File: src/rtl/vmicro16_apb_master_bridge_if.sv
// Core-side request/ack and APB master signals of one bridge instance.
// The bridge uses the master modport; the environment (core + APB slave) uses slave.
interface vmicro16_apb_master_bridge_if #(
    parameter int BUS_WIDTH  = 16,
    parameter int DATA_WIDTH = 16
);
    logic                  C_REQ;
    logic                  C_WE;
    logic [BUS_WIDTH-1:0]  C_ADDR;
    logic [DATA_WIDTH-1:0] C_WDATA;
    logic                  C_ACK;
    logic [DATA_WIDTH-1:0] C_RDATA;
    logic                  C_ERR;

    logic [BUS_WIDTH-1:0]  M_PADDR;
    logic                  M_PWRITE;
    logic                  M_PSELx;
    logic                  M_PENABLE;
    logic [DATA_WIDTH-1:0] M_PWDATA;
    logic [DATA_WIDTH-1:0] M_PRDATA;
    logic                  M_PREADY;

    modport master (
        input  C_REQ, C_WE, C_ADDR, C_WDATA,
        output C_ACK, C_RDATA, C_ERR,
        output M_PADDR, M_PWRITE, M_PSELx, M_PENABLE, M_PWDATA,
        input  M_PRDATA, M_PREADY
    );

    modport slave (
        output C_REQ, C_WE, C_ADDR, C_WDATA,
        input  C_ACK, C_RDATA, C_ERR,
        input  M_PADDR, M_PWRITE, M_PSELx, M_PENABLE, M_PWDATA,
        output M_PRDATA, M_PREADY
    );
endinterface

File: src/rtl/vmicro16_apb_master_bridge.sv
// Core load/store to APB3 master bridge with a posted-write buffer; loads drain the buffer first.
// Optional ACCESS-phase timeout: define VMICRO16_APB_TIMEOUT_EN.
//
//   state  | meaning
//   IDLE   | no transfer; pick buffered write first, else a pending load
//   SETUP  | PSEL=1, PENABLE=0, address/direction/data presented for one cycle
//   ACCESS | PENABLE=1, wait for PREADY (or timeout when enabled)
module vmicro16_apb_master_bridge #(
    parameter int BUS_WIDTH      = 16,
    parameter int DATA_WIDTH     = 16,
    parameter int WBUF_DEPTH     = 4,
    parameter int TIMEOUT_CYCLES = 255
) (
    input  logic clk,
    input  logic reset,
    vmicro16_apb_master_bridge_if.master bus
);
    localparam int AW = $clog2(WBUF_DEPTH);
    localparam int PW = AW + 1;

    typedef enum logic [1:0] {IDLE, SETUP, ACCESS} state_t;

    state_t                state_q, state_d;
    logic [BUS_WIDTH-1:0]  wb_addr_q [WBUF_DEPTH];
    logic [DATA_WIDTH-1:0] wb_data_q [WBUF_DEPTH];
    logic [PW-1:0]         wptr_q, wptr_d, rptr_q, rptr_d;
    logic [BUS_WIDTH-1:0]  paddr_q, paddr_d;
    logic [DATA_WIDTH-1:0] pwdata_q, pwdata_d;
    logic                  pwrite_q, pwrite_d;
    logic                  psel_q, psel_d;
    logic                  penable_q, penable_d;
    logic                  c_ack_q, c_ack_d;
    logic                  c_err_q, c_err_d;
    logic [DATA_WIDTH-1:0] c_rdata_q, c_rdata_d;
    logic                  fifo_full, fifo_empty, push, load_go, tmo_hit;

    assign fifo_empty = (wptr_q == rptr_q);
    assign fifo_full  = (wptr_q[PW-1] != rptr_q[PW-1]) && (wptr_q[AW-1:0] == rptr_q[AW-1:0]);

    // The request is still held during its own ack cycle, so nothing is accepted then.
    assign push    = bus.C_REQ && bus.C_WE && !fifo_full && !c_ack_q;
    assign load_go = bus.C_REQ && !bus.C_WE && fifo_empty && !c_ack_q;

`ifdef VMICRO16_APB_TIMEOUT_EN
    localparam int TW = $clog2(TIMEOUT_CYCLES + 1);
    logic [TW-1:0] tmo_q, tmo_d;

    always_ff @(posedge clk or negedge reset) begin
        if (!reset) tmo_q <= '0;
        else        tmo_q <= tmo_d;
    end

    // Down-counter armed in SETUP; reaching zero in ACCESS marks the last allowed cycle.
    always_comb begin
        tmo_d = tmo_q;
        if (state_q == SETUP)
            tmo_d = TW'(TIMEOUT_CYCLES - 1);
        else if (state_q == ACCESS && tmo_q != '0)
            tmo_d = tmo_q - 1'b1;
    end

    assign tmo_hit = (state_q == ACCESS) && (tmo_q == '0);
`else
    logic unused_timeout;
    assign unused_timeout = (TIMEOUT_CYCLES != 0);
    assign tmo_hit        = 1'b0;
`endif

    always_ff @(posedge clk) begin
        if (push) begin
            wb_addr_q[wptr_q[AW-1:0]] <= bus.C_ADDR;
            wb_data_q[wptr_q[AW-1:0]] <= bus.C_WDATA;
        end
    end

    always_ff @(posedge clk or negedge reset) begin
        if (!reset) begin
            state_q   <= IDLE;
            wptr_q    <= '0;
            rptr_q    <= '0;
            paddr_q   <= '0;
            pwdata_q  <= '0;
            pwrite_q  <= 1'b0;
            psel_q    <= 1'b0;
            penable_q <= 1'b0;
            c_ack_q   <= 1'b0;
            c_err_q   <= 1'b0;
            c_rdata_q <= '0;
        end else begin
            state_q   <= state_d;
            wptr_q    <= wptr_d;
            rptr_q    <= rptr_d;
            paddr_q   <= paddr_d;
            pwdata_q  <= pwdata_d;
            pwrite_q  <= pwrite_d;
            psel_q    <= psel_d;
            penable_q <= penable_d;
            c_ack_q   <= c_ack_d;
            c_err_q   <= c_err_d;
            c_rdata_q <= c_rdata_d;
        end
    end

    always_comb begin
        state_d   = state_q;
        wptr_d    = wptr_q;
        rptr_d    = rptr_q;
        paddr_d   = paddr_q;
        pwdata_d  = pwdata_q;
        pwrite_d  = pwrite_q;
        psel_d    = psel_q;
        penable_d = penable_q;
        c_ack_d   = 1'b0;
        c_err_d   = 1'b0;
        c_rdata_d = c_rdata_q;

        if (push) begin
            wptr_d  = wptr_q + 1'b1;
            c_ack_d = 1'b1;
        end

        case (state_q)
            IDLE: begin
                if (!fifo_empty) begin
                    state_d   = SETUP;
                    paddr_d   = wb_addr_q[rptr_q[AW-1:0]];
                    pwdata_d  = wb_data_q[rptr_q[AW-1:0]];
                    pwrite_d  = 1'b1;
                    psel_d    = 1'b1;
                    penable_d = 1'b0;
                end else if (load_go) begin
                    state_d   = SETUP;
                    paddr_d   = bus.C_ADDR;
                    pwrite_d  = 1'b0;
                    psel_d    = 1'b1;
                    penable_d = 1'b0;
                end
            end
            SETUP: begin
                state_d   = ACCESS;
                penable_d = 1'b1;
            end
            ACCESS: begin
                if (bus.M_PREADY || tmo_hit) begin
                    state_d   = IDLE;
                    psel_d    = 1'b0;
                    penable_d = 1'b0;
                    if (pwrite_q) begin
                        rptr_d = rptr_q + 1'b1;
                    end else begin
                        c_ack_d   = 1'b1;
                        c_err_d   = !bus.M_PREADY;
                        c_rdata_d = bus.M_PREADY ? bus.M_PRDATA : DATA_WIDTH'(16'hDEAD);
                    end
                end
            end
            default: begin
                state_d   = IDLE;
                psel_d    = 1'b0;
                penable_d = 1'b0;
            end
        endcase
    end

    assign bus.C_ACK     = c_ack_q;
    assign bus.C_ERR     = c_err_q;
    assign bus.C_RDATA   = c_rdata_q;
    assign bus.M_PADDR   = paddr_q;
    assign bus.M_PWRITE  = pwrite_q;
    assign bus.M_PSELx   = psel_q;
    assign bus.M_PENABLE = penable_q;
    assign bus.M_PWDATA  = pwdata_q;
endmodule

File: src/flat_wrapper.sv
// flat-port wrapper written by rule: the top's interface ports become plain ports
module vmicro16_apb_master_bridge_flat 
#(
    parameter int BUS_WIDTH      = 16,
    parameter int DATA_WIDTH     = 16,
    parameter int WBUF_DEPTH     = 4,
    parameter int TIMEOUT_CYCLES = 255
)
  (clk, reset, bus_C_REQ, bus_C_WE, bus_C_ADDR, bus_C_WDATA, bus_C_ACK, bus_C_RDATA, bus_C_ERR, bus_M_PADDR, bus_M_PWRITE, bus_M_PSELx, bus_M_PENABLE, bus_M_PWDATA, bus_M_PRDATA, bus_M_PREADY);
  vmicro16_apb_master_bridge_if #(.BUS_WIDTH(BUS_WIDTH), .DATA_WIDTH(DATA_WIDTH)) bus_i ();
  input  logic clk;
  input  logic reset;
  input wire logic [$bits(bus_i.C_REQ)-1:0] bus_C_REQ;
  input wire logic [$bits(bus_i.C_WE)-1:0] bus_C_WE;
  input wire logic [$bits(bus_i.C_ADDR)-1:0] bus_C_ADDR;
  input wire logic [$bits(bus_i.C_WDATA)-1:0] bus_C_WDATA;
  output wire logic [$bits(bus_i.C_ACK)-1:0] bus_C_ACK;
  output wire logic [$bits(bus_i.C_RDATA)-1:0] bus_C_RDATA;
  output wire logic [$bits(bus_i.C_ERR)-1:0] bus_C_ERR;
  output wire logic [$bits(bus_i.M_PADDR)-1:0] bus_M_PADDR;
  output wire logic [$bits(bus_i.M_PWRITE)-1:0] bus_M_PWRITE;
  output wire logic [$bits(bus_i.M_PSELx)-1:0] bus_M_PSELx;
  output wire logic [$bits(bus_i.M_PENABLE)-1:0] bus_M_PENABLE;
  output wire logic [$bits(bus_i.M_PWDATA)-1:0] bus_M_PWDATA;
  input wire logic [$bits(bus_i.M_PRDATA)-1:0] bus_M_PRDATA;
  input wire logic [$bits(bus_i.M_PREADY)-1:0] bus_M_PREADY;
  assign bus_i.C_REQ = bus_C_REQ;
  assign bus_i.C_WE = bus_C_WE;
  assign bus_i.C_ADDR = bus_C_ADDR;
  assign bus_i.C_WDATA = bus_C_WDATA;
  assign bus_C_ACK = bus_i.C_ACK;
  assign bus_C_RDATA = bus_i.C_RDATA;
  assign bus_C_ERR = bus_i.C_ERR;
  assign bus_M_PADDR = bus_i.M_PADDR;
  assign bus_M_PWRITE = bus_i.M_PWRITE;
  assign bus_M_PSELx = bus_i.M_PSELx;
  assign bus_M_PENABLE = bus_i.M_PENABLE;
  assign bus_M_PWDATA = bus_i.M_PWDATA;
  assign bus_i.M_PRDATA = bus_M_PRDATA;
  assign bus_i.M_PREADY = bus_M_PREADY;
  vmicro16_apb_master_bridge #(.BUS_WIDTH(BUS_WIDTH), .DATA_WIDTH(DATA_WIDTH), .WBUF_DEPTH(WBUF_DEPTH), .TIMEOUT_CYCLES(TIMEOUT_CYCLES)) u_core (.clk(clk), .reset(reset), .bus(bus_i));
endmodule
File: config.mk
export PLATFORM = sky130hd
export DESIGN_NAME = vmicro16_apb_master_bridge_flat
export DESIGN_NICKNAME = d
export VERILOG_FILES = /design/src/rtl/vmicro16_apb_master_bridge_if.sv /design/src/rtl/vmicro16_apb_master_bridge.sv /design/src/flat_wrapper.sv
export SDC_FILE = /design/constraint.sdc
export NUM_CORES = 1
export LEC_CHECK = 0
export ABC_AREA = 1
export CORE_MARGIN = 10
export CORE_UTILIZATION = 60
export CTS_CLUSTER_DIAMETER = 80
export DETAILED_ROUTE_END_ITERATION = 8
export DONT_BUFFER_PORTS = 1
export PLACE_DENSITY = 0.76
export SETUP_SLACK_MARGIN = 0.02
export SLEW_MARGIN = 10
export SYNTH_ARGS = -nofsm -noshare
export SYNTH_HDL_FRONTEND = slang
export SYNTH_SLANG_ARGS = --single-unit
export TNS_END_PERCENT = 50
File: constraint.sdc
create_clock -name clk -period 5.8 [get_ports clk]
set_clock_uncertainty 0.1 [all_clocks]
set_input_delay 0.87 -clock clk [delete_from_list [all_inputs] [get_ports clk]]
set_output_delay 0.87 -clock clk [all_outputs]
set_load 0.05 [all_outputs]
Yosys cells after proc, flatten, opt, wreduce, memory -nomap -nowiden
Memory sizes are Yosys's and may differ from the RTL's. A register that Yosys moved wholly into a read port is not among the register bits. Index checks and enable logic that the tools add are counted.

Register bits after elaboration: 45. RAM bits: 128. Bits of input ports: 53. Memories: 2. Output and inout bits: 53.

Memories: u_core.wb_addr_q (depth 4, width 16, rd ports 1, clocked after Yosys merged registers in 0, write ports 1, RTL line vmicro16_apb_master_bridge.sv:24) `logic [BUS_WIDTH-1:0] wb_addr_q [WBUF_DEPTH];`; u_core.wb_data_q (depth 4, width 16, rd ports 1, clocked after Yosys merged registers in 1, write ports 1, RTL line vmicro16_apb_master_bridge.sv:25) `logic [DATA_WIDTH-1:0] wb_data_q [WBUF_DEPTH];`.

Add/subtract/negate cells: 2. Reduce and logical (&&, ||, !) cells: 19. Bitwise logic cells: 3. Muxes and demuxes: 22. Eq/ne operators: 8.

Operators with widths (count): $mux W16 (2); $mux W1 (14); $reduce_and A3 Y1 (3); $logic_and A1 B1 Y1 (7); $add A3 B1 Y3 const B (2); $mux W2 (3); $pmux W1 S3 (2); $pmux W2 S3 (1); $reduce_and A2 Y1 (3); $logic_not A1 Y1 (5); $ne A2 B2 Y1 const B (2); $eq A3 B3 Y1 (1); $ne A3 B3 Y1 const B (1); $not A1 Y1 (3); $eq A2 B1 Y1 const B (1); $eq A2 B2 Y1 (1); $eq A2 B2 Y1 const B (1); $logic_not A2 Y1 (1); $ne A1 B1 Y1 (1).

Logic depth before layout (Yosys ltp)
Gate-level depths: netlist of run 1.

Depth in word-level cells: 9. Gate-level depth with buffers: 10. Depth with buffers taken out: 8.

Least setup slack after synthesis of run 1
Ideal clock, no wire load.

Path kind: input port to flip-flop. From: input bus_C_WE. To: memory u_core.wb_addr_q[0][0] (enable). Cell stages on the path: 4. Arrival time: 2.660 ns. Buffers on the path: 0. Setup slack: 2.619 ns. Setup time: 0.421 ns. Data required time: 5.279 ns. Cell sequence: inv_1 -> nor2_1 -> nand2_1 -> nor2_1.

Cells in the longest elaborated chain, start to end: 5.

RTL lines: start, declared (RTL line flat_wrapper.sv:14) `input wire logic [$bits(bus_i.C_WE)-1:0] bus_C_WE;`; $logic_and A1 B1 Y1 (3 in series) (RTL line vmicro16_apb_master_bridge.sv:41) `assign push = bus.C_REQ && bus.C_WE && !fifo_full && !c_ack_q;`; $mux W1 (RTL line vmicro16_apb_master_bridge.sv:70) `if (push) begin`; $mux W1 (implied by the code) (RTL line vmicro16_apb_master_bridge.sv:71) `wb_addr_q[wptr_q[AW-1:0]] <= bus.C_ADDR;`; end, declared (RTL line vmicro16_apb_master_bridge.sv:24).

No other way between the ends.

Worst setup path after layout of run 1
From: register u_core.rptr_q[1]. To: memory u_core.wb_data_q[0][7] (enable).

Cells in the longest elaborated chain, start to end: 7.

RTL lines: start, declared (RTL line vmicro16_apb_master_bridge.sv:26) `logic [PW-1:0] wptr_q, wptr_d, rptr_q, rptr_d;`; start signal, assigned (RTL line vmicro16_apb_master_bridge.sv:92) `rptr_q <= rptr_d;`; $eq A2 B2 Y1 (RTL line vmicro16_apb_master_bridge.sv:38) `assign fifo_full = (wptr_q[PW-1] != rptr_q[PW-1]) && (wptr_q[AW-1:0] == rptr_q[AW-1:0]);`; $logic_and A1 B1 Y1 (RTL line vmicro16_apb_master_bridge.sv:38); $logic_not A1 Y1 (RTL line vmicro16_apb_master_bridge.sv:41); $logic_and A1 B1 Y1 (2 in series) (RTL line vmicro16_apb_master_bridge.sv:41); $mux W1 (RTL line vmicro16_apb_master_bridge.sv:70); $mux W1 (implied by the code) (RTL line vmicro16_apb_master_bridge.sv:72) `wb_data_q[wptr_q[AW-1:0]] <= bus.C_WDATA;`; end, declared (RTL line vmicro16_apb_master_bridge.sv:25).

No other way between the ends.

==> impl_results.md, run 1 <==
- Status: completed
- DP Wirelength: 9988 um
- Fin crit share: between 50% and 60%
- Initial antenna violation count: 0
- DRT iter0 DRCs: 513
- 1st-pass router iterations: 5
- Total track usage: 17.96%
- CTS tree: yes
- Pins Over Slew Limit: 0
- Crit path kind: flip-flop to flip-flop
- Net Count, Synth: 763
- Post-CTS Setup Bufs: 0
- Leakage: roughly 0.0036 uW
- RSZ-0062 raised after global routing: no
- Synthesized area per cell: about 11 um^2
- # H-tree levels: 4
- Via count: 4794
- #FFs+latches synth: approximately 190
- Post-route setup TNS: 0 ps
- Layout cells sized above 1: approximately 9.9%
- Final Setup Violations: 0
- Layout Utilization: 66.55%
- Launch point of the worst reg-to-reg path: u_core.rptr_q[1]
- Vias per cell: 5.448
- Max-cap violations: 0
- Area grow syn2layout: 8.430%
- Vias in the first global route: around 4700
- Internal Power: 2703 uW
- Die area: 17920 um^2
- Synth unique cells: 26
- Cts hold-fix bufs: 0
- Number of cells upsized or downsized after cts: 0
- Max-slew headroom: 28.33%
- Initial Util: 61.38%
- RD Place Congestion: between 0.7 and 0.8
- DRC: 0
- Die Ht: 133.9 um
- First-pass GRT wire length: 25120 um
- Switching pwr: about 2200 uW
- Worst hold-check path type: input pin to asynchronous set/reset pin
- Reg2Reg Depth: 7
- Reg clk slew, reported paths: 70 ps
- Total gr overflow: 0
- Fmax: 299.0 MHz
- Worst Path Arrival: roughly 3300 ps
- Startpoint types: flip-flop
- Crit path time final: 3345 ps
- Flop pwr share: 50.7%
- Warnings, synthesis: 0
- CP required: approximately 5800 ps
- Critical Path Start: u_core.rptr_q[1]
- Die X: 133.9 um
- Peak supply drop: ~310 uV
- Design Area, Final: 8433 um^2
- Largest area contributor in the netlist: edfxtp_1
- Combinational power share: 27.2%
- Synth top area cells: edfxtp_1 (49%), dfrtp_1 (19%), nand2_1 (10%)
- Routed Antenna Nets: 0
- Wire per inst: around 18 um
- Final WL: ~16000 um
- Clock power frac: 22.1%
- Buffers on Ports: 0
- Maximum clock path buffer count: 2
- Clk Latency, worst-skew pair: 430 ps
- Fill count: 903
- CORE AREA: roughly 13000 um^2
- Multi-input gate area: approximately 2000 um^2
- Clock sinks: 188
- I/O pin count: 106
- Final Power: around 4900 uW
- Final Hold Fails: 0
- Sequential element share of the synthesized area: 68.73%
- Pin count of the biggest net entering global routing: 66
- Switching share of power: 45.14%
- Root buf cell: clkbuf_16
- Mapped Cells: between 700 and 800
- Slew @ Worst Pin: 1073 ps
- Synth Cell Area: 7777 um^2
- N_diodes: 0
- Nets: 753
- Post-DP Area: 7876 um^2
- P per Cell Area: 584.2 nW/um^2
- Site row count: 41
- CP max FO: 35
- CP Capture Type: flip-flop
- Area share of the largest cell type after synthesis: 49.42%
- Sequential cell area: 5346 um^2
- Number of buffers created by CTS: 17
worst paths after layout:
check                                          to  slack (ps)
setup / recovery           u_core.wb_data_q[0][7]        2450
hold / removal              u_core.bus.M_PADDR[8]          30
setup reg to reg           u_core.wb_data_q[0][7]        2450
hold reg to reg                  u_core.wptr_q[2]         460
max in group asynchronous        u_core.rptr_q[0]        5450
min in group clk           u_core.wb_data_q[1][3]         430
routing by layer:
metal | part of all wire [%] | vias to the layer above | GRT usage, % | wire length, um
met1 | 40 | 2280 | 21.72 | 6363
met5 | 0 | - | 0 | 0
met4 | 1.2 | 0 | 6.771 | 182
met2 | 50 | 178 | 29.07 | 7902
li1 | - | 2322 | - | -
met3 | 8.5 | 14 | 6.348 | 1350
state kept, by name, summed over array words and instances, names as in the netlist:
register,count
u_core.bus.C_ACK,1
u_core.bus.C_ERR,1
u_core.bus.C_RDATA,16
u_core.bus.M_PADDR,16
u_core.bus.M_PSELx,1
u_core.bus.M_PWDATA,16
u_core.bus.M_PWRITE,1
u_core.rptr_q,3
u_core.state_q,2
u_core.wb_addr_q,64
u_core.wb_data_q,64
u_core.wptr_q,3
cell families (layout without fill, tap and decap cells):
logic type / after synthesis / in the layout / synth area share (%)
adders and majority gates: 5 / 5 / 0.8044
muxes: 16 / 16 / 2.317
and+or+nand+nor: 330 / 330 / 18.19
buffers and inverters: 111 / 114 / 6.001
other: 1 / 1 / 0.04822
AOI/OAI and AO/OA: 51 / 51 / 3.571
DFF: 188 / 188 / 68.73
xor gates and xnor gates: 3 / 3 / 0.3379
metrics by stage:
stage	setup WS (ps)	cells	hold slack [ps]
2_1_floorplan	2619	705	403.0
3_3_place_gp	2619	848	433.9
3_5_place_dp	2429	848	440.0
4_1_cts	2426	880	8.692
5_1_grt	2252	880	9.134
6_report	2455	880	32.24
synthesized netlist by cell type:
cell / count
clkbuf_1: 13
o21a_1: 1
nor2_1: 40
o21ai_0: 33
buf_1: 2
nand3_4: 1
inv_1: 77
a21oi_1: 1
nand4_1: 18
nor2_2: 1
mux2_2: 16
nand2_4: 4
edfxtp_1: 128
buf_2: 10
conb_1: 1
nand4_2: 1
nand2_2: 4
inv_2: 2
nand3_1: 53
ha_1: 5
o22ai_1: 16
xor2_1: 3
dfrtp_1: 60
buf_4: 4
buf_6: 3
nand2_1: 208
power groups by stage:
stage / logic [uW] / clock network [uW] / registers, uW
after floorplan: 1110 / 0 / 2460
after global placement: 1280 / 0 / 2530
after detailed placement: 1340 / 0 / 2540
after CTS: 1350 / 1100 / 2510
after global routing: 1530 / 1160 / 2530
final: 1340 / 1090 / 2500
layout by cell type (no fill, tap or decap), drive strengths merged, types with 3 or more instances in the layout:
cell type  instances
xor2               3
clkbuf            17
inv               87
mux2              16
edfxtp           128
dfrtp             60
buf                3
nor2              41
clkinvlp           3
o21ai             33
o22ai             16
clkinv             4
nand4             19
nand3             54
nand2            216
ha                 5
layout make-up:
class	instances	share of cell area, %
repair buffers	3	0.2671
multi-input cells	406	23.66
clock buffers	17	5.045
clock inverters	15	1.558
inverters	79	3.516
flip-flops and latches	188	63.40
well taps	172	2.552
worst max-delay path, cell delays in order (launching register included):
cell,delay [ps]
dfrtp_1,330
buf_4,340
inv_2,350
nand2_2,170
nand2_4,160
nand4_1,220
nand2_1,330
nor2_4,930
(Power assumes the default switching activity.)
==> inputs of run 2 (changes only) <==
Clock period 5.8 ns to 3.1 ns, I/O delays scaled along.
==> impl_results.md, run 2 (synthesized netlist as in run 1, its figures left out) <==
- Clk Latency, worst-skew pair: roughly 420 ps
- CP required: 3120 ps
- Most common cell after layout, fill and taps aside: nand2_1
- Buffers on Ports: 0
- Total track usage: 18.67%
- Via count: about 5000
- CP Capture Type: flip-flop
- Layout cells sized above 1: a little over a tenth
- CP max stage cell: dfrtp_1
- Peak supply drop: between 500 and 600 uV
- CP Cell Sequence: inv_1 -> nand2_1 -> nor2_1 -> nand2_1 -> nor2_4 -> buf_4
- DRT iter0 DRCs: 468
- Final Hold Fails: 0
- Nets: 764
- Clock sinks: about 190
- Slew @ Worst Pin: 678.3 ps
- Tightest hold margin: 32.80 ps
- Vias per cell: 5.593
- Site row count: 41
- Maximum clock path buffer count: 2
- Status: completed
- Startpoint types: flip-flop
- CORE AREA: 12670 um^2
- Die Ht: between 100 and 150 um
- Post-route setup TNS: 0 ps
- Worst hold stages: 0
- CP most frequent cell: nand2_1
- Root buf cell: clkbuf_16
- Initial Util: 61.38%
- Max-slew headroom: 54.78%
- CTS tree: yes
- DP Wirelength: between 10000 and 15000 um
- Reg2Reg Depth: 6
- Commonest cells after routing, fill and taps aside: nand2_1 (208), edfxtp_1 (128), inv_1 (76), dfrtp_1 (59), nand3_1 (53)
- Initial antenna violation count: 0
- Total gr overflow: 0
- Critical path's largest stage delay: ~560 ps
- CP max FO: 13
- Final WL: about 17000 um
- N_diodes: 0
- Max-cap violations: 0
- # H-tree levels: 4
- 1st-pass router iterations: 5
- Number of buffers created by CTS: 17
- Leakage: between 0.003 and 0.004 uW
- P per Cell Area: 1112 nW/um^2
- Pins Over Slew Limit: 0
- Crit path time final: 2619 ps
- RD Place Congestion: approximately 0.8
- RSZ-0062 raised after global routing: no
- Worst Path Arrival: 2640 ps
- Pin count of the biggest net entering global routing: 66
- First-pass GRT wire length: 26490 um
- Wire per inst: between 15 and 20 um
- Reg clk slew, reported paths: 70 ps
- Post-CTS Setup Bufs: 0
- Number of cells upsized or downsized after cts: 0
- Routed Antenna Nets: 0
- Final Power: 9603 uW
- I/O pin count: 106
- Die area: about 18000 um^2
- Die X: 133.9 um
- Worst hold-check path type: input pin to flip-flop
- Crit path kind: flip-flop to flip-flop
- Final Setup Violations: 0
- Vias in the first global route: 5111
- Fmax: 381.8 MHz
- Area grow syn2layout: 11.04%
- Fin crit share: 84.48%
- DRC: 0
[run 2: cell count changes in the layout (fill, tap and decap cells not counted), moves of 3 or more]
cell	before	now
buf_4	3	10
bufinv_16	0	5
clkbuf_1	0	4
clkinv_4	3	0
inv_6	5	2
inv_8	3	0
[run 2: final timing paths]
path | from | end | slack, ps
worst max-delay path | u_core.bus.C_ACK | u_core.wb_data_q[3][0] | 480
worst min-delay path | bus_C_WDATA[6] | u_core.wb_data_q[0][6] | 30
worst max register to register | u_core.bus.C_ACK | u_core.wb_data_q[3][0] | 480
worst min register to register | u_core.wptr_q[2] | u_core.wptr_q[2] | 470
max in group asynchronous | reset | u_core.bus.M_PWDATA[7] | 2130
min in group asynchronous | reset | u_core.bus.M_PWDATA[15] | 500
[run 2: critical path: cells and delay by family, from the launching register on]
kind	cells	cell delay, ps
AND/OR/NAND/NOR	4	1200
flip-flops	1	560
buffers and inverters	2	460
[run 2: report_power, final]
part	internal [uW]	switching [uW]
registers	3220	1440
logic	835	1800
clock network	1430	874
[run 2: layer usage]
metal,vias to the layer above,global-route usage (%),part of all wire (%)
li1,2340,-,-
met1,2429,22.06,40
met2,185,31.06,50
met3,29,5.564,7.2
met4,0,8.162,2.1
met5,-,0,0
[run 2: layout make-up]
cell class,instances,area [um^2]
Clock inverter,11,188.9
Timing Repair Buffer,14,152.6
Fill cell,912,4035
Inverter,79,296.5
Tap cell,172,215.2
Clock buffer,21,440.4
Sequential cell,188,5346
Multi-Input combinational cell,406,1996
[run 2: what timing repair did]
| action | in CTS | in global routing |
|---|---|---|
| hold buffers | 2 | 0 |
| endpoints found under the hold margin | 60 | 0 |
| endpoints found under the setup margin | 0 | 0 |
[run 2: stage by stage]
step / worst slack, ps / util [%] / cells / area, um^2
after floorplan: 95.37 / - / 705 / 7777
after global placement: 582.1 / 62.89 / 857 / 7969
after detailed placement: 492.1 / 62.89 / 857 / 7969
after CTS: 453.8 / 68.15 / 891 / 8636
after global routing: 306.3 / 68.15 / 891 / 8636
final: 481.0 / 68.15 / 891 / 8636
==> inputs of run 3 (changes only) <==
Clock period 3.1 ns to 2.6 ns, I/O delays scaled along.
==> impl_results.md, run 3 (synthesized netlist as in run 1, its figures left out) <==
- Status: completed
- Max-cap violations: 0
- Pin count of the biggest net entering global routing: 66
- Fill count: 880
- CP max FO: 14
- Clock sinks: 188
- Max-slew headroom: 56.10%
- Number of cells upsized or downsized after cts: 0
- N_diodes: 0
- Initial antenna violation count: 0
- Cts hold-fix bufs: 45
- Die Ht: 133.9 um
- Critical path's largest stage delay: 430 ps
- Commonest cells after routing, fill and taps aside: nand2_1 (208), edfxtp_1 (128), inv_1 (76), dfrtp_1 (59), nand3_1 (53)
- Number of buffers created by CTS: 17
- 1st-pass router iterations: 5
- # H-tree levels: 4
- RSZ-0062 raised after global routing: no
- Startpoint types: flip-flop
- Maximum clock path buffer count: 2
- Via count: 5132
- Most common cell after layout, fill and taps aside: nand2_1
- CP required: 2620 ps
- First-pass GRT wire length: between 20000 and 30000 um
- Initial Util: around three fifths
- Vias in the first global route: 5183
- Root buf cell: clkbuf_16
- Nets: 815
- Clk Latency, worst-skew pair: around 430 ps
- CP Capture Type: flip-flop
- Reg clk slew, reported paths: ~60 ps
- Total track usage: 19.61%
- CP Cell Sequence: inv_1 -> nand2_1 -> nand2_4 -> nand4_1 -> nand2_1 -> nor2_4 -> buf_4
- RD Place Congestion: 0.7963
- Worst Path Arrival: 2270 ps
- Crit path time final: 2255 ps
- Routed Antenna Nets: 0
- CORE AREA: 12670 um^2
- Final Hold Fails: 0
- Final WL: 17130 um
- Die area: 17920 um^2
- Pins Over Slew Limit: 0
- DP Wirelength: 11010 um
- DRT iter0 DRCs: ~380
- Leakage: 0.003907 uW
- Wire per inst: around 18 um
- Site row count: 41
- Buffers on Ports: 0
- Dpl ws: 390.2 ps
- Layout cells sized above 1: 10.91%
- CTS tree: yes
- Slew @ Worst Pin: 658.5 ps
- Die X: approximately 130 um
- Worst hold-check path type: input pin to flip-flop
- DRC: 0
- Fmax: between 400 and 500 MHz
- Area grow syn2layout: 16.26%
- I/O pin count: 106
- Layout Utilization: 71.36%
- Fin crit share: slightly below 90%
- P per Cell Area: roughly 1200 nW/um^2
- Post-CTS Setup Bufs: 0
- Vias per cell: roughly 5.4
- Total gr overflow: 0
- Crit path kind: flip-flop to flip-flop
- CP max stage cell: dfrtp_1
- Peak supply drop: around 800 uV
- Worst setup margin: 344.8 ps
- Final Setup Violations: 0
- CP most frequent cell: nand2_1
[run 3: power by group]
part	switching (uW)	internal (uW)
combinational	2280	1110
sequential	1630	3840
clock	1050	1330
[run 3: final timing paths]
| check | startpoint | end | slack, ps | cells after the start |
|---|---|---|---|---|
| setup / recovery | u_core.wptr_q[0] | u_core.wb_data_q[2][7] | 340 | 7 |
| hold / removal | bus_M_PRDATA[13] | u_core.bus.C_RDATA[13] | 10 | 1 |
| setup reg to reg | u_core.wptr_q[0] | u_core.wb_data_q[2][7] | 340 | 7 |
| hold reg to reg | u_core.wptr_q[2] | u_core.wptr_q[2] | 460 | 2 |
| max in group asynchronous | reset | u_core.rptr_q[0] | 1710 | 2 |
| min in group asynchronous | reset | u_core.bus.M_PADDR[7] | 410 | 2 |
[run 3: cell type report]
cell class,count,area (um^2),area share (%)
timing repair buffer,65,643.1,7.112
multi-input combinational,406,1996,22.07
inverter,79,296.5,3.279
clock inverter,13,102.6,1.135
clock buffer,19,442.9,4.898
sequential,188,5346,59.13
tap,172,215.2,2.380
[run 3: per-stage QoR]
step	total power (uW)	area, um^2	std cells	hold slack, ps	setup TNS, ps
final	11230	9042	942	14.84	0
after global routing	11890	9042	942	4.082	0
after CTS	11290	9042	942	1.311	0
after detailed placement	8825	8029	865	-3.437	0
after global placement	8690	8029	865	-3.722	0
after floorplan	7946	7777	705	-5.591	-51790
[run 3: routing by layer]
metal	wire length [um]	track usage, %
met4	334	7.739
met5	0	0
met1	6882	24.25
met2	8690	32.38
met3	1225	5.004
[run 3: critical path, delay by kind of cell, from the launching register on]
family                 cells  cell delay, ps
buffers and inverters      2             420
AND/OR/NAND/NOR            5             990
flip-flops                 1             430
